### src/rtl/rf_write_arbiter_if.sv
// Register-file write port bundle: requester handshakes on one side,
// the single shared write port (strobe, one-hot select, data) on the other.
interface rf_write_arbiter_if #(
    parameter int WORD_LENGTH = 32,
    parameter int NUM_REQ     = 3
);
    logic [NUM_REQ-1:0]             req_valid_i;
    logic [5*NUM_REQ-1:0]           req_addr_i;
    logic [WORD_LENGTH*NUM_REQ-1:0] req_data_i;
    logic [NUM_REQ-1:0]             req_ready_o;
    logic                           clear_start_i;
    logic                           Reg_Write_o;
    logic [31:0]                    CP_o;
    logic [WORD_LENGTH-1:0]         data_o;
    logic [2:0]                     grant_id_o;
    logic                           clear_busy_o;

    // Writeback stages (and the clear controller) drive requests.
    modport master (
        output req_valid_i, req_addr_i, req_data_i, clear_start_i,
        input  req_ready_o, Reg_Write_o, CP_o, data_o, grant_id_o, clear_busy_o
    );

    // The arbiter accepts requests and drives the register-file port.
    modport slave (
        input  req_valid_i, req_addr_i, req_data_i, clear_start_i,
        output req_ready_o, Reg_Write_o, CP_o, data_o, grant_id_o, clear_busy_o
    );
endinterface

### src/rtl/rf_write_arbiter.sv
// Round-robin arbiter sharing the register-file write port between NUM_REQ
// writeback sources, plus a 32-cycle hardware zero-fill sweep.
// Port outputs are registered: an accept on edge E is written at edge E+1.
module rf_write_arbiter #(
    parameter int WORD_LENGTH = 32,
    parameter int NUM_REQ     = 3,
    parameter bit ZERO_REG_RO = 1'b0
) (
    input  logic               clk,
    input  logic               reset,
    rf_write_arbiter_if.slave  bus
);
    typedef enum logic {IDLE, CLEAR} state_t;

    state_t                 state_q, state_d;
    logic [2:0]             rr_q, rr_d;
    logic [4:0]             cnt_q, cnt_d;
    logic                   reg_write_q, reg_write_d;
    logic [31:0]            cp_q, cp_d;
    logic [WORD_LENGTH-1:0] data_q, data_d;
    logic [2:0]             grant_id_q, grant_id_d;
    logic                   busy_q, busy_d;

    // Requester fields padded to 8 entries so a 3-bit index always fits.
    logic [7:0]             valid_pad;
    logic [4:0]             addr_arr [8];
    logic [WORD_LENGTH-1:0] data_arr [8];

    logic                   accept;
    logic [2:0]             gnt;
    logic [7:0]             ready_pad;
    logic [4:0]             gnt_addr;
    logic [WORD_LENGTH-1:0] gnt_data;

    assign valid_pad = 8'(bus.req_valid_i);

    genvar gi;
    generate
        for (gi = 0; gi < 8; gi++) begin : g_unpack
            if (gi < NUM_REQ) begin : g_real
                assign addr_arr[gi] = bus.req_addr_i[5*gi +: 5];
                assign data_arr[gi] = bus.req_data_i[WORD_LENGTH*gi +: WORD_LENGTH];
            end else begin : g_pad
                assign addr_arr[gi] = '0;
                assign data_arr[gi] = '0;
            end
        end
    endgenerate

    // Round-robin scan from rr pointer; a clear request or a running sweep blocks all grants.
    always_comb begin
        logic [3:0] sum;
        accept = 1'b0;
        gnt    = 3'd0;
        sum    = 4'd0;
        if (state_q == IDLE && !bus.clear_start_i && !reset) begin
            for (int i = 0; i < NUM_REQ; i++) begin
                sum = {1'b0, rr_q} + 4'(i);
                if (sum >= 4'(NUM_REQ)) begin
                    sum = sum - 4'(NUM_REQ);
                end
                if (!accept && valid_pad[sum[2:0]]) begin
                    accept = 1'b1;
                    gnt    = sum[2:0];
                end
            end
        end
    end

    assign ready_pad       = accept ? (8'd1 << gnt) : 8'd0;
    assign bus.req_ready_o = ready_pad[NUM_REQ-1:0];
    assign gnt_addr        = addr_arr[gnt];
    assign gnt_data        = data_arr[gnt];

    // Next-state for FSM, rotation pointer, sweep counter and port registers.
    always_comb begin
        state_d     = state_q;
        rr_d        = rr_q;
        cnt_d       = cnt_q;
        reg_write_d = 1'b0;
        cp_d        = 32'd0;
        data_d      = data_q;
        grant_id_d  = grant_id_q;
        case (state_q)
            IDLE: begin
                if (bus.clear_start_i) begin
                    state_d = CLEAR;
                    cnt_d   = 5'd0;
                end else if (accept) begin
                    rr_d        = (gnt == 3'(NUM_REQ - 1)) ? 3'd0 : gnt + 3'd1;
                    // Writes to reg 0 are consumed but never reach the file when it is read-only.
                    reg_write_d = !(ZERO_REG_RO && gnt_addr == 5'd0);
                    cp_d        = reg_write_d ? (32'd1 << gnt_addr) : 32'd0;
                    data_d      = gnt_data;
                    grant_id_d  = gnt;
                end
            end
            CLEAR: begin
                // Sweep writes every register, including reg 0, with zero.
                reg_write_d = 1'b1;
                cp_d        = 32'd1 << cnt_q;
                data_d      = '0;
                grant_id_d  = 3'd0;
                cnt_d       = cnt_q + 5'd1;
                if (cnt_q == 5'd31) begin
                    state_d = IDLE;
                end
            end
            default: state_d = IDLE;
        endcase
        busy_d = (state_d == CLEAR);
    end

    // State and registered outputs; reset aborts any sweep in progress.
    always_ff @(posedge clk or posedge reset) begin
        if (reset) begin
            state_q     <= IDLE;
            rr_q        <= 3'd0;
            cnt_q       <= 5'd0;
            reg_write_q <= 1'b0;
            cp_q        <= 32'd0;
            data_q      <= '0;
            grant_id_q  <= 3'd0;
            busy_q      <= 1'b0;
        end else begin
            state_q     <= state_d;
            rr_q        <= rr_d;
            cnt_q       <= cnt_d;
            reg_write_q <= reg_write_d;
            cp_q        <= cp_d;
            data_q      <= data_d;
            grant_id_q  <= grant_id_d;
            busy_q      <= busy_d;
        end
    end

    assign bus.Reg_Write_o  = reg_write_q;
    assign bus.CP_o         = cp_q;
    assign bus.data_o       = data_q;
    assign bus.grant_id_o   = grant_id_q;
    assign bus.clear_busy_o = busy_q;
endmodule
### src/flat_wrapper.sv
// flat-port wrapper written by rule: the top's interface ports become plain ports
module rf_write_arbiter_flat 
#(
    parameter int WORD_LENGTH = 32,
    parameter int NUM_REQ     = 3,
    parameter bit ZERO_REG_RO = 1'b0
)
  (clk, reset, bus_req_valid_i, bus_req_addr_i, bus_req_data_i, bus_clear_start_i, bus_req_ready_o, bus_Reg_Write_o, bus_CP_o, bus_data_o, bus_grant_id_o, bus_clear_busy_o);
  rf_write_arbiter_if #(.WORD_LENGTH(WORD_LENGTH), .NUM_REQ(NUM_REQ)) bus_i ();
  input  logic clk;
  input  logic reset;
  input wire logic [$bits(bus_i.req_valid_i)-1:0] bus_req_valid_i;
  input wire logic [$bits(bus_i.req_addr_i)-1:0] bus_req_addr_i;
  input wire logic [$bits(bus_i.req_data_i)-1:0] bus_req_data_i;
  input wire logic [$bits(bus_i.clear_start_i)-1:0] bus_clear_start_i;
  output wire logic [$bits(bus_i.req_ready_o)-1:0] bus_req_ready_o;
  output wire logic [$bits(bus_i.Reg_Write_o)-1:0] bus_Reg_Write_o;
  output wire logic [$bits(bus_i.CP_o)-1:0] bus_CP_o;
  output wire logic [$bits(bus_i.data_o)-1:0] bus_data_o;
  output wire logic [$bits(bus_i.grant_id_o)-1:0] bus_grant_id_o;
  output wire logic [$bits(bus_i.clear_busy_o)-1:0] bus_clear_busy_o;
  assign bus_i.req_valid_i = bus_req_valid_i;
  assign bus_i.req_addr_i = bus_req_addr_i;
  assign bus_i.req_data_i = bus_req_data_i;
  assign bus_i.clear_start_i = bus_clear_start_i;
  assign bus_req_ready_o = bus_i.req_ready_o;
  assign bus_Reg_Write_o = bus_i.Reg_Write_o;
  assign bus_CP_o = bus_i.CP_o;
  assign bus_data_o = bus_i.data_o;
  assign bus_grant_id_o = bus_i.grant_id_o;
  assign bus_clear_busy_o = bus_i.clear_busy_o;
  rf_write_arbiter #(.WORD_LENGTH(WORD_LENGTH), .NUM_REQ(NUM_REQ), .ZERO_REG_RO(ZERO_REG_RO)) u_core (.clk(clk), .reset(reset), .bus(bus_i));
endmodule
### config.mk
export PLATFORM = sky130hd
export DESIGN_NAME = rf_write_arbiter_flat
export DESIGN_NICKNAME = d
export VERILOG_FILES = /design/src/rtl/rf_write_arbiter_if.sv /design/src/rtl/rf_write_arbiter.sv /design/src/flat_wrapper.sv
export SDC_FILE = /design/constraint.sdc
export NUM_CORES = 1
export LEC_CHECK = 0
export BUFFER_PORTS_ARGS = -buffer_cell sky130_fd_sc_hd__buf_2
export CORE_UTILIZATION = 44
export CTS_BUF_LIST = sky130_fd_sc_hd__clkbuf_4 sky130_fd_sc_hd__clkbuf_8
export CTS_CLUSTER_SIZE = 8
export DETAILED_ROUTE_END_ITERATION = 8
export PLACE_DENSITY = 0.78
export SYNTH_ARGS = -nofsm -noshare
export SYNTH_HDL_FRONTEND = slang
export SYNTH_SLANG_ARGS = --single-unit
### constraint.sdc
create_clock -name clk -period 3.4 [get_ports clk]
set_input_delay 0.34 -clock clk [delete_from_list [all_inputs] [get_ports clk]]
set_output_delay 0.34 -clock clk [all_outputs]
set_load 0.005 [all_outputs]
Word level (Yosys, flattened, before mapping)
Index checks and enable logic that the tools add are counted.
- bitwise operators: 3
- add/sub/neg operators: 7
- equal/unequal tests: 5
- $lt $le $gt $ge: 7
- shift-type cells: 3
- reduce and logical (&&, ||, !) cells: 10
- multiplexer cells: 47
- operators with widths (cell ; number):
    $mux 32 ; 6
    $pmux 32 s2 ; 2
    $bmux 32 s3 ; 1
    $shl 1x5->32 const A ; 2
    $mux 3 ; 14
    $bmux 5 s3 ; 1
    $mux 5 ; 3
    $mux 1 ; 13
    $lt 3x4->1 const B ; 3
    $pmux 5 s2 ; 1
    $bmux 1 s3 ; 3
    $sub 3x2->3 const B ; 3
    $ge 4x2->1 const B ; 2
    $pmux 3 s2 ; 1
    $add 5x1->5 const B ; 1
    $eq 5x5->1 const B ; 1
    $add 3x1->4 const B ; 1
    $add 3x2->4 const B ; 1
    $ge 4x4->1 const B ; 1
    $logic_and 1x1->1 ; 4
    $logic_not 1->1 ; 4
    $ne 2x2->1 const B ; 2
    $not 3->4 ; 1
    $pmux 1 s2 ; 2
    other kinds (8) ; 9
- register bits: 77
- word-level logic and storage cells: 89
- output and inout port bits: 72
- bits of input ports: 117

Logic depth before layout (Yosys ltp)
- depth in word-level cells: 24
- mapped depth: 14
- depth with buffers taken out: 11

Worst setup path before layout
Ideal clock, no wire load.
- path kind: input to register
- from: input reset
- to: register u_core.cp_q[8] (netlist: u_core.bus.CP_o[8])
- path buffers: 1
- setup slack: -0.218 ns
- data arrival time: 3.474 ns
- setup time: 0.144 ns
- stages on the path: 9
- cell sequence: inv_1 -> nand2_1 -> nor2_1 -> nand2_2 -> inv_2 -> buf_4 -> a211oi_2 -> o211ai_1 -> o32ai_1
- cells in the longest elaborated chain, start to end: 11
- elaborated cells on any way between the ends: 12
- those cells by class: 1 x shift; 8 x mux; 1 x bitwise; 2 x reduce/logical
- ends and longest elaborated chain (item ; RTL line ; text):
    start: declaration ; flat_wrapper.sv:11 ; input logic reset;
    $logic_not 1->1 (*) ; rf_write_arbiter.sv:56 ; if (state_q == IDLE && !bus.clear_start_i && !reset) begin
    $logic_and 1x1->1 (*) ; rf_write_arbiter.sv:56 ;
    $mux 3 ; rf_write_arbiter.sv:56 ;
    $not 3->4 (implied by the code) ; rf_write_arbiter.sv:72 ; assign gnt_addr = addr_arr[gnt];
    $bmux 5 s3 ; rf_write_arbiter.sv:72 ;
    $mux 5 (implied by the code) (2 in a row) ; rf_write_arbiter.sv:72 ;
    $shl 1x5->32 ; rf_write_arbiter.sv:93 ; cp_d = reg_write_d ? (32'd1 << gnt_addr) : 32'd0;
    $mux 32 (*) ; rf_write_arbiter.sv:89 ; end else if (accept) begin
    $mux 32 (*) ; rf_write_arbiter.sv:86 ; if (bus.clear_start_i) begin
    $pmux 32 s2 (*) ; rf_write_arbiter.sv:84 ; case (state_q)
    net u_core.cp_d[8] ; rf_write_arbiter.sv:19 ; logic [31:0] cp_q, cp_d;
    end signal: assignment ; rf_write_arbiter.sv:130 ; cp_q <= cp_d;
    end: declaration ; rf_write_arbiter.sv:19 ;
Mark *: on every way through the listed nets, which the timed path passes. The rest lies on a longest branch. The select of a mux whose other input is x is not followed.
A chain may end at the register's enable or synchronous reset.

Final worst setup path
- from: register u_core.rr_q[1]
- to: register u_core.cp_q[13] (netlist: u_core.bus.CP_o[13])
- cells in the longest elaborated chain, start to end: 23
- elaborated cells on any way between the ends: 42
- those cells by class: 5 x add/sub; 3 x order compare; 1 x shift; 28 x mux; 1 x bitwise; 4 x reduce/logical
- ends and longest elaborated chain (item ; RTL line ; text):
    start: declaration ; rf_write_arbiter.sv:16 ; logic [2:0] rr_q, rr_d;
    start signal: assignment ; rf_write_arbiter.sv:127 ; rr_q <= rr_d;
    parallel branches: the longest is 20 deep, another holds $add 3x1->4 ; -- ;
    $mux 32 (*) ; rf_write_arbiter.sv:89 ;
    $mux 32 (*) ; rf_write_arbiter.sv:86 ;
    $pmux 32 s2 (*) ; rf_write_arbiter.sv:84 ;
    net u_core.cp_d[13] ; rf_write_arbiter.sv:19 ;
Mark *: on every way through the listed nets, which the timed path passes. The select of a mux whose other input is x is not followed.

==> results_dict.tcl <==
set metrics [dict create \
    sw_frac_of_total_pct 39.3 \
    ys.flop_type "dfrtp_1" \
    wirelength_um 14500 \
    num_vias 4389 \
    worstSetupPathType "reg2reg" \
    setup-violations-final 0 \
    syn_nets 517 \
    clock.fmax_ghz 0.298 \
    cts_buffers 9 \
    worst-path-max-fanout 8 \
    period_share_pct 98.7 \
    status "complete, no violations" \
    die_x_um 100 \
    combPwrFrac_pct 51.7 \
    grt_pass1_vias 4042 \
    start_util_pct 45.7 \
    die-area_um2 10100 \
    antenna_cells 0 \
    timing.final.ws_setup_ns 0.0457 \
    track_usage_pct 26.5 \
    powerDensity_nw_per_um2 704 \
    grt_overflow_total 0 \
    netlist_instances 385 \
    critPathCaptureType "flip-flop" \
    reg2regPathDepth 11 \
    tns_ns 0 \
    core_area_um2 9330 \
    grt_pass1_wl_um 20700 \
    postRouteAntennaNets 0 \
    hold_path.class "in2reg" \
    min_path_cells 2 \
    antenna_found_initial 0 \
    synth_edf_count 0 \
    fin_nets 733 \
    grt_max_degree 78 \
    seq_area_frac_synth_pct 45.2 \
    power_frac_seq_pct 27.0 \
    synth_cell_types 64 \
    synthesis.area_um2 4260 \
    rsz0062_at_grt "true" \
    first_pass_iters 5 \
    drive_gt1_share_pct 49.7 \
    switchingPower_uw 1720 \
    cap_violations 0 \
    final_max_slew_viol_count 0 \
    gp_congestion 0.877 \
    viasPerCell 5.97 \
    htreeDepth 3 \
    yosys-top-cells-area "dfrtp_1, o32ai_1, a221o_1" \
    num_rows 35 \
    max-clock-path-buffers 2 \
    path_clk_slew_ns 0.08 \
    clk_latency_ns 0.35 \
    fin_crit_ns 3.35 \
    ys_seq_elements 77 \
    peakVddDrop_mv 0.387 \
    wire_per_inst_um 19.7 \
    ys_warn_count 0 \
    synth_top_area_cell "dfrtp_1" \
    finalHoldViolCount 0 \
    tightestPinTransition_ns 0.983 \
    drt_iter0_drc 253 \
    clockPowerShare_pct 21.2 \
    cts-hold-fix-buffers 0 \
    syn2layout_area_growth_pct 45.5 \
    p_leak_uw 0.00309 \
    finalPower_uw 4360 \
    synth_top_area_share_pct 45.2 \
    cts_root_buffer "clkbuf_8" \
    preCtsSetupSlack_ns -0.0758 \
    numPortBuffers 188 \
    cts_tree "yes" \
    arrival_ns 3.61 \
    hpwlAfterDp_um 10000 \
    drcViolationCount 0 \
    crit_path_start_kind "flip-flop" \
    ios 189 \
    synthArstFlopShare_pct 100 \
    cts.sinks 77 \
    critPathRequiredTime_ns 3.65 \
    die_y_um 100 \
    slew_headroom_pct 34.4 \
    cell_internal_pwr_uw 2650 \
    syn_area_per_cell_um2 11.1 \
    skew_ns 0.0108 \
]
==> worst max-delay path, stage by stage, from the launching register on <==
cell and delay [ns]:
dfrtp_1 0.43, ha_4 0.21, ha_4 0.18, a211o_1 0.31, and3b_2 0.24, o211ai_4 0.23
nor2b_4 0.26, o22ai_4 0.14, buf_6 0.16, or3_4 0.38, a211o_4 0.43, o32ai_2 0.30
==> layer usage <==
metal	up-vias	share of wire [%]	wire, µm	GRT usage, %
met2	194	51	7390	43.0
li1	1988	-	-	-
met3	14	6.3	909	4.81
met5	-	0	0	0
met4	0	1.3	191	8.25
met1	2193	41	6000	36.0
==> worst paths after layout <==
kind	startpoint	to	slack (ns)
worst max-delay path	u_core.rr_q[1]$_DFFE_PP0P_	u_core.bus.CP_o[13]$_DFF_PP0_	0.05
worst min-delay path	bus_req_data_i[4]	u_core.bus.data_o[4]$_DFFE_PP0P_	0.22
worst max register to register	u_core.rr_q[1]$_DFFE_PP0P_	u_core.bus.CP_o[13]$_DFF_PP0_	0.05
worst min register to register	u_core.bus.grant_id_o[1]$_DFFE_PP0P_	u_core.bus.grant_id_o[1]$_DFFE_PP0P_	0.48
max in group asynchronous	reset	u_core.bus.data_o[24]$_DFFE_PP0P_	2.39
min in group asynchronous	reset	u_core.cnt_q[0]$_DFFE_PP0P_	0.33
==> per-stage QoR <==
stage / utilization (%) / std cells / hold WS, ns / cell area (µm²)
floorplan: - / 385 / 0.438 / 4260
global placement: 58.5 / 700 / 0.456 / 5460
detailed placement: 58.5 / 700 / 0.465 / 5460
finish: 66.4 / 735 / 0.219 / 6200
global route: 66.4 / 735 / 0.198 / 6200
CTS: 62.7 / 720 / 0.202 / 5850
==> kinds of logic (layout without fill, tap and decap cells) <==
| family | Yosys count | count (layout) | share of synthesized area [%] |
|---|---|---|---|
| AO/OA/AOI/OAI | 163 | 163 | 33.0 |
| adder cells (fa/ha/maj) | 15 | 15 | 4.41 |
| multiplexers | 6 | 6 | 1.50 |
| XOR/XNOR | 3 | 3 | 0.793 |
| AND/OR/NAND/NOR | 85 | 85 | 11.2 |
| flip-flops | 77 | 77 | 45.2 |
| buffers and inverters | 36 | 257 | 3.79 |
==> layout make-up <==
cell class / instances / area, µm²
clock buffers: 12 / 146
clock inverters: 4 / 120
fillers: 706 / 3130
inverters: 10 / 46.3
multi-input cells: 272 / 2460
flip-flops and latches: 77 / 1930
well taps: 129 / 161
repair buffers: 231 / 1340
==> power groups by stage <==
stage                     Sequential (µW)  Combinational [µW]  Clock [µW]
after floorplan                      1170                1250           0
after global placement               1180                1790           0
after detailed placement             1190                1840           0
after CTS                            1170                1980         937
after global routing                 1190                2420         974
final                                1180                2260         926
==> layout by cell type (no fill, tap or decap), types with 3 or more instances in the layout <==
master / n
a22oi_1: 3
buf_4: 36
and2_1: 3
a2bb2oi_1: 3
nand4_1: 3
dfrtp_1: 77
o32ai_1: 22
bufinv_16: 4
a221o_1: 24
ha_1: 10
mux2i_1: 3
inv_1: 8
o32ai_2: 9
nor2_1: 7
clkbuf_4: 3
clkbuf_8: 9
nand3b_1: 3
a21o_1: 5
o31ai_1: 6
a31oi_1: 3
buf_12: 4
a21oi_1: 5
nand2b_1: 7
a22o_1: 24
ha_4: 5
buf_2: 188
nand2_1: 24
nand3_1: 7
nor3_1: 3
o211ai_1: 11
and3_1: 7
a32oi_1: 5
a31o_2: 5
o21ai_0: 13
==> state kept, by name (all words and copies together), names as in the netlist <==
register and cells:
u_core.bus.CP_o 32, u_core.bus.data_o 32, u_core.cnt_q 5, u_core.bus.grant_id_o 3, u_core.rr_q 3, u_core.bus.Reg_Write_o 1, u_core.state_q 1
==> what timing repair did <==
action | 4_1_cts | 5_1_grt
pin swaps | 8 | 15
setup buffers | 4 | 14
endpoints found under the setup margin | 34 | 33
resized for setup | 20 | 34
cloned | 0 | 1
==> cell usage after synthesis (7+ instances only) <==
cell,number
nor2_1,8
and3_1,7
a221o_1,24
o211ai_1,11
inv_1,9
clkbuf_1,15
o21ai_0,13
dfrtp_1,77
nand3_1,7
nand2_1,24
a22o_1,24
o32ai_1,32
nand2b_1,7
ha_1,15
Note: power is estimated with default switching activity, not from simulation.
